[src/rtl/dmem_arb_pkg.sv]
// Shared types and default widths for the data-memory arbiter.
package dmem_arb_pkg;

  localparam int ADDR_W = 10;
  localparam int DATA_W = 32;

  typedef enum logic [1:0] {
    IDLE,
    ACCESS,
    RESP
  } state_t;

  typedef enum logic {
    REQ_CPU,
    REQ_DMA
  } req_id_t;

endpackage

[src/rtl/dmem_rr_arbiter.sv]
// Two-way round-robin grant. Bit 0 = CPU, bit 1 = DMA.
// last_grant resets to DMA so the CPU wins the first tie.
module dmem_rr_arbiter
  import dmem_arb_pkg::*;
(
  input  logic       clk,
  input  logic       reset,
  input  logic [1:0] valid,
  input  logic       advance,
  output logic [1:0] grant
);

  req_id_t last_grant_reg;

  // Tie goes to whoever was not granted last; a lone requester always wins.
  always_comb begin
    grant = 2'b00;
    if (valid == 2'b11) begin
      grant = (last_grant_reg == REQ_DMA) ? 2'b01 : 2'b10;
    end else begin
      grant = valid;
    end
  end

  // Remember the winner only when a grant is actually taken.
  always_ff @(posedge clk) begin
    if (reset) begin
      last_grant_reg <= REQ_DMA;
    end else if (advance && (grant != 2'b00)) begin
      last_grant_reg <= grant[1] ? REQ_DMA : REQ_CPU;
    end
  end

endmodule

[src/rtl/dmem_arbiter.sv]
// Shares one byte-addressed data memory between CPU and DMA requesters.
// Each transfer runs IDLE (handshake) -> ACCESS (memory enable) -> RESP.
// Optional macro DMEM_ARB_ALIGN_CHK_EN: unaligned requests skip ACCESS and
// answer with rsp_err=1 one cycle after accept.
module dmem_arbiter
  import dmem_arb_pkg::*;
#(
  parameter int ADDR_W = dmem_arb_pkg::ADDR_W,
  parameter int DATA_W = dmem_arb_pkg::DATA_W
) (
  input  logic              clk,
  input  logic              reset,
  input  logic              cpu_req_valid,
  output logic              cpu_req_ready,
  input  logic              cpu_req_we,
  input  logic [ADDR_W-1:0] cpu_req_addr,
  input  logic [DATA_W-1:0] cpu_req_wdata,
  output logic              cpu_rsp_valid,
  output logic [DATA_W-1:0] cpu_rsp_rdata,
  output logic              cpu_rsp_err,
  input  logic              dma_req_valid,
  output logic              dma_req_ready,
  input  logic              dma_req_we,
  input  logic [ADDR_W-1:0] dma_req_addr,
  input  logic [DATA_W-1:0] dma_req_wdata,
  output logic              dma_rsp_valid,
  output logic [DATA_W-1:0] dma_rsp_rdata,
  output logic              dma_rsp_err,
  output logic              mem_en,
  output logic              mem_rw,
  output logic [ADDR_W-1:0] mem_addr,
  output logic [DATA_W-1:0] mem_wdata,
  input  logic [DATA_W-1:0] mem_rdata
);

  state_t              state_reg, state_next;
  logic                we_reg;
  logic [ADDR_W-1:0]   addr_reg;
  logic [DATA_W-1:0]   wdata_reg;
  req_id_t             id_reg;
  logic                err_reg;

  logic [1:0]          grant;
  logic                advance;
  logic                sel_we;
  logic [ADDR_W-1:0]   sel_addr;
  logic [DATA_W-1:0]   sel_wdata;
  logic                accept_err;
  logic [DATA_W-1:0]   rsp_rdata;

  assign advance = (state_reg == IDLE) && !reset;

  dmem_rr_arbiter u_rr (
    .clk     (clk),
    .reset   (reset),
    .valid   ({dma_req_valid, cpu_req_valid}),
    .advance (advance),
    .grant   (grant)
  );

  // Request fields of whichever side holds the grant.
  assign sel_we    = grant[1] ? dma_req_we    : cpu_req_we;
  assign sel_addr  = grant[1] ? dma_req_addr  : cpu_req_addr;
  assign sel_wdata = grant[1] ? dma_req_wdata : cpu_req_wdata;

`ifdef DMEM_ARB_ALIGN_CHK_EN
  assign accept_err = (sel_addr[1:0] != 2'b00);
`else
  assign accept_err = 1'b0;
`endif

  // Writes and rejected accesses return zero data.
  assign rsp_rdata = (we_reg || err_reg) ? '0 : mem_rdata;

  // Next state and all outputs; everything is held low while in reset.
  always_comb begin
    state_next    = state_reg;
    cpu_req_ready = 1'b0;
    dma_req_ready = 1'b0;
    cpu_rsp_valid = 1'b0;
    cpu_rsp_rdata = '0;
    cpu_rsp_err   = 1'b0;
    dma_rsp_valid = 1'b0;
    dma_rsp_rdata = '0;
    dma_rsp_err   = 1'b0;
    mem_en        = 1'b0;
    mem_rw        = 1'b0;
    mem_addr      = '0;
    mem_wdata     = '0;
    case (state_reg)
      IDLE: begin
        if (grant != 2'b00) begin
          cpu_req_ready = grant[0];
          dma_req_ready = grant[1];
          state_next    = accept_err ? RESP : ACCESS;
        end
      end
      ACCESS: begin
        mem_en     = 1'b1;
        mem_rw     = we_reg;
        mem_addr   = addr_reg;
        mem_wdata  = wdata_reg;
        state_next = RESP;
      end
      RESP: begin
        if (id_reg == REQ_CPU) begin
          cpu_rsp_valid = 1'b1;
          cpu_rsp_rdata = rsp_rdata;
          cpu_rsp_err   = err_reg;
        end else begin
          dma_rsp_valid = 1'b1;
          dma_rsp_rdata = rsp_rdata;
          dma_rsp_err   = err_reg;
        end
        state_next = IDLE;
      end
      default: state_next = IDLE;
    endcase
    if (reset) begin
      cpu_req_ready = 1'b0;
      dma_req_ready = 1'b0;
      cpu_rsp_valid = 1'b0;
      cpu_rsp_rdata = '0;
      cpu_rsp_err   = 1'b0;
      dma_rsp_valid = 1'b0;
      dma_rsp_rdata = '0;
      dma_rsp_err   = 1'b0;
      mem_en        = 1'b0;
      mem_rw        = 1'b0;
      mem_addr      = '0;
      mem_wdata     = '0;
    end
  end

  // State register and request latches captured on the handshake.
  always_ff @(posedge clk) begin
    if (reset) begin
      state_reg <= IDLE;
      we_reg    <= 1'b0;
      addr_reg  <= '0;
      wdata_reg <= '0;
      id_reg    <= REQ_CPU;
      err_reg   <= 1'b0;
    end else begin
      state_reg <= state_next;
      if ((state_reg == IDLE) && (grant != 2'b00)) begin
        we_reg    <= sel_we;
        addr_reg  <= sel_addr;
        wdata_reg <= sel_wdata;
        id_reg    <= grant[1] ? REQ_DMA : REQ_CPU;
        err_reg   <= accept_err;
      end
    end
  end

endmodule

[config.mk]
export PLATFORM = sky130hd
export DESIGN_NAME = dmem_arbiter
export DESIGN_NICKNAME = d
export VERILOG_FILES = /design/src/rtl/dmem_arb_pkg.sv /design/src/rtl/dmem_rr_arbiter.sv /design/src/rtl/dmem_arbiter.sv
export SDC_FILE = /design/constraint.sdc
export NUM_CORES = 1
export LEC_CHECK = 0
export ABC_CLOCK_PERIOD_IN_PS = 1650
export CAP_MARGIN = 25
export CELL_PAD_IN_SITES_DETAIL_PLACEMENT = 0
export CELL_PAD_IN_SITES_GLOBAL_PLACEMENT = 1
export CORE_MARGIN = 2
export CORE_UTILIZATION = 23
export CTS_CLUSTER_DIAMETER = 50
export DETAILED_ROUTE_END_ITERATION = 8
export GPL_ROUTABILITY_DRIVEN = 0
export GPL_TIMING_DRIVEN = 0
export PLACE_DENSITY = 0.81
export SKIP_LAST_GASP = 1
export SLEW_MARGIN = 20
export SYNTH_ARGS = -nofsm -noshare
export SYNTH_HDL_FRONTEND = slang
export SYNTH_SLANG_ARGS = --single-unit
[constraint.sdc]
create_clock -name clk -period 1.65 [get_ports clk]
set_input_delay 0.33 -clock clk [delete_from_list [all_inputs] [get_ports clk]]
set_output_delay 0.33 -clock clk [all_outputs]
set_load 0.1 [all_outputs]
# After elaboration in Yosys (flattened, before gate mapping)
# Cells that the tools add are included.
# totals
ff_bits	47
input_bits	122
wordCells	51
# op_classes
eq_ne	4
muxes	35
reduce_logical	6
# op_table
op	n
32-bit two-way mux	10
10-bit two-way mux	3
1-bit two-way mux	18
2-bit two-way mux	3
2-bit equality test (second input constant)	2
2-bit one-hot mux with 2 select lines	1
1-bit logical AND	3
2-bit by 1-bit equality test with 1-bit output (second input constant)	1
2-bit logical NOT	1
2-bit by 1-bit != test with 1-bit output (second input constant)	1
2-bit nonzero test	1
1-bit logical NOT	1

# Depth between registers and ports, before layout
# depth
ltp_word	6
depth_mapped	6
depth_no_buf	3

# Cells and area by module
# From an unflattened synthesis, not the netlist that was laid out.
# hier_totals
hier_cells	378
area_unflattened_um2	3175.5
# by_module_without_submodules
mod	instances	cells_each	area_per_inst_um2	seq_area_each_um2
dmem_arbiter	1	371	3114.2	920.9
dmem_rr_arbiter	1	7	61.3	20.0

# Worst setup path after synthesis
# OpenSTA, ideal clock, no wires.
# synth_timing
kind	reg-to-output
from	register state_reg[1]
to	output port cpu_req_ready
t_arrival_ns	3.865
t_required_ns	1.320
slack_ns	-2.545
path_stages_with_launch	5
path_cell_list	dfxtp_1 -> nor2_1 -> buf_2 -> buf_2 -> nor4bb_1
# synth_via
elab_chain_cells	3
# synth_rtl
item	line	source
start: declaration	dmem_arbiter.sv:36	state_t state_reg, state_next;
start signal: assignment	dmem_arbiter.sv:145	state_reg <= state_next;
2-bit logical NOT	dmem_arbiter.sv:90	case (state_reg)
1-bit two-way mux	dmem_arbiter.sv:90	
1-bit two-way mux	dmem_arbiter.sv:119	if (reset) begin
end: declaration	dmem_arbiter.sv:14	output logic cpu_req_ready,
# No other way between the ends.

# Final worst setup path
# layout_timing
from	register state_reg[0]
to	output port mem_wdata[22]
# layout_via
elab_chain_cells	3
# layout_rtl
item	line	source
2-bit by 1-bit equality test with 1-bit output	dmem_arbiter.sv:90	
32-bit two-way mux	dmem_arbiter.sv:90	
32-bit two-way mux	dmem_arbiter.sv:119	
end: declaration	dmem_arbiter.sv:32	output logic [DATA_W-1:0] mem_wdata,
# No other way between the ends.

==> results.txt <==
----------------------------------------------------
[Critical path]
  Worst flop-to-flop path startpoint ... state_reg[1]
  Arrival time of data at the critical path endpoint ... 1.60 ns
  Required @ worst endpoint ... 1.32 ns
  Kind of critical path ... reg -> out
  Type of destination of the critical path ... output pin
  Critical-path maximum fanout ... 10
  Endpoint of the most critical setup path ... mem_wdata[22]
  Startpoint kind of the worst setup timing path ... register
  Slack of the worst reg-to-reg path ... 0.14 ns
  Worst r2r dst ... addr_reg[2]
  Worst setup path startpoint ... state_reg[0]
  Cells on worst reg2reg path ... 6

[Drt]
  Post-route DRC violation count ... 0
  Via-per-instance ratio ... 4.668
  Total routed wirelength ... 14.26 mm
  Antenna Nets Post-Route ... 0
  Count of TritonRoute iterations in the first routing pass ... 4
  Via count ... 4,038
  Routed length per instance ... 16.49 um
  1st-iter DRT viols ... 139

[STA]
  Setup repair after global routing missed its margin ... true
  Min Clock Period, post-route ... 1.932 ns
  Number of slew-limit violations in the final report ... 0
  Final count of hold timing violations ... 0
  Worst Hold Margin ... 0.5088 ns
  Slew at the pin closest to its max-slew limit ... 0.7916 ns
  Setup tns final ... -23.68 ns
  Max_slew headroom ... 0.4723
  Finish-stage setup viols ... 112
  Post-route worst setup slack ... -0.2825 ns
  Fmax ... 517.5 MHz
  Clock tree skew after final layout ... 0.006842 ns
  Period Utilization, post-route ... 1.171

[Floorplanning]
  Total number of placement rows ... 43
  Overall die height ... 121.8 um
  Starting Density ... 0.2325
  Width of the die ... 121.8 um
  Top-level port count ... 236
  Total Die Area ... 0.01482 mm2
  Area of the core region ... 0.01372 mm2

[Run status]
  Status ... finished, violations left
  Failing checks ... setup timing

[Place]
  Detailed placement HPWL ... 10.32 mm
  Total cell area at the placement stage ... 0.006601 mm2
  Quantity of I/O buffers inserted on ports ... 232

[Global route]
  Pin count of the biggest net entering global routing ... 14
  Vias in the first global route ... 4,065
  Number of antenna violations at the first check in global routing ... 0
  Global-route wire length before repair ... 21.13 mm
  Total global routing track utilization ... 0.1805
  Total gr overflow ... 0

[Hold path]
  Worst Hold Class ... in -> reg

[Clocking]
  Clock Tree Root ... clkbuf_16
  Clock net sink count ... 47
  Clock buffers created by TritonCTS ... 5
  CTS clock-pin slew for the worst setup and hold paths ... 0.07 ns
  Hold buffers post-CTS ... 0
  Clock latency at the later pin of the worst-skew pair ... 0.29 ns
  CTS tree ... yes
  CTS max path bufs ... 2
  Deepest level of the CTS H-tree ... 2

[Logic synthesis]
  Number of distinct library cells after synthesis ... 27
  Mapped Area ... 0.003189 mm2
  Fraction of registers with async set/reset ... 0
  Dominant combinational cell family by area after synthesis ... simple AND/OR/NAND/NOR gates
  Dominant cells by area after synthesis ... dfxtp_1 (30%), a311oi_2 (18%), nand2_1 (10%)
  Yosys warnings ... 0
  Synth top cells by count ... nand2_1 (88), nor2_1 (66), dfxtp_1 (47)
  Post-Syn Area per Cell ... 7.504 um2
  Adder-cell area share of the yosys netlist ... 0
  Leading cell type by number of instances after synthesis ... nand2_1
  Fraction of the yosys area taken by sequential cells ... 0.2950
  Number of enable flip-flop cells after synthesis ... 0
  Simple logic cell fraction of the synthesized area ... 0.3523
  Syn Inst Count ... 425
  Most area-hungry cell type in the Yosys netlist ... dfxtp_1
  Multiplexer fraction of the synthesized cell area ... 0
  Post-synthesis xor/xnor area fraction ... 0
  Primary flip-flop cell chosen by synthesis mapping ... dfxtp_1
  Synthesis-stage register bit count ... 47
  Fraction of synthesized cell area taken by the top area cell type ... 0.2950
  Post-synthesis compound-gate area fraction ... 0.2766

[Power]
  Leakage power total ... 3.015 nW
  Peak ir drop on the vdd network ... 0.0003683 V
  Power per standard cell area ... 535.1 mW/mm2

[Layout]
  Number of nets in the final layout ... 806
  Number of fillers in the final layout ... 1,133
  Diode insertion count for antenna repair ... 0
  Area of the multi-input gates ... 0.002691 mm2
  Number of flip-flops in the largest register ... 32
  Post-layout instance area ... 0.008035 mm2
  Area delta synth->final ... 151.9%
  Sequential cell area ... 950.9 um2
  Share of layout cells above drive strength 1 ... 0.4978

[Run]
  Total of max-cap violations ... 0

----------------------------------------------------
[critical path: stages, from the launching register on]
cell and delay [ns]:
dfxtp_4 0.39, nor3b_4 0.23, buf_6 0.19, clkbuf_16 0.17
and2_4 0.16, buf_12 0.17
[cells by family (layout without fill, tap and decap cells)]
kind of cell | count (synthesis) | after routing
AND/OR/NAND/NOR | 239 | 239
AO/OA/AOI/OAI | 91 | 91
flip-flops | 47 | 47
buffers and inverters | 47 | 306
other | 1 | 2
[timing repair]
| item | CTS | global route |
|---|---|---|
| resized for setup | 933 | 97 |
| setup endpoints to repair | 152 | 152 |
| pin swaps | 2 | 7 |
| buffers inserted | 10 | 4 |
| cloned | 5 | 2 |
[routing by layer]
metal  part of all wire  vias up  global-route usage  wire, um
li1                   -     1947                   -         -
met5                  0        -                   0         0
met3              0.092       10             0.05665      1317
met1               0.38     1898              0.2070      5454
met2               0.51      183              0.3268      7317
met4              0.012        0             0.04023       174
[per-stage QoR]
step	std cells	util	setup WS, ns	power (mW)
after global placement	838	0.4812	-1.462	3.108
after CTS	859	0.5586	-0.2817	4.294
after global routing	865	0.5857	-0.3316	4.506
after detailed placement	838	0.4812	-1.482	3.129
final	865	0.5857	-0.2825	4.299
after floorplan	426	-	-0.5264	2.571
[report_power, final]
group | total (mW) | internal (mW) | switching (mW)
Sequential | 1.35 | 1.27 | 0.0799
Clock | 0.998 | 0.561 | 0.436
Combinational | 1.95 | 0.879 | 1.07
[area by class of cell]
cell class / instances / share of cell area
Clock buffer: 7 / 0.01651
Multi-Input combinational cell: 332 / 0.3349
Buffer: 43 / 0.06073
Inverter: 2 / 0.001869
Sequential cell: 47 / 0.1183
Timing Repair Buffer: 253 / 0.4390
Tap cell: 180 / 0.02803
Clock inverter: 1 / 0.0006229
[cell usage in the layout, fill, tap and decap left out, types with 9 or more instances in the layout]
cell type,count
clkdlybuf4s50_1,118
and2_4,44
a21oi_1,44
nand2b_1,27
clkbuf_16,17
buf_6,15
buf_4,13
clkbuf_1,9
a311oi_2,39
buf_12,87
nand2_1,88
nor2_4,66
buf_8,24
dfxtp_1,43
[worst min-delay path by stage]
| stage | start | end | slack, ns | depth (start not counted) |
|---|---|---|---|---|
| after floorplan | cpu_req_wdata[0] | wdata_reg[0] | 0.49 | 2 |
| after global placement | wdata_reg[0] | wdata_reg[0] | 0.51 | 2 |
| after detailed placement | wdata_reg[0] | wdata_reg[0] | 0.52 | 2 |
| after CTS | cpu_req_valid | u_rr.last_grant_reg | 0.49 | 3 |
| after global routing | cpu_req_valid | u_rr.last_grant_reg | 0.53 | 3 |
| final | cpu_req_valid | u_rr.last_grant_reg | 0.51 | 3 |
(Power assumes the default switching activity.)
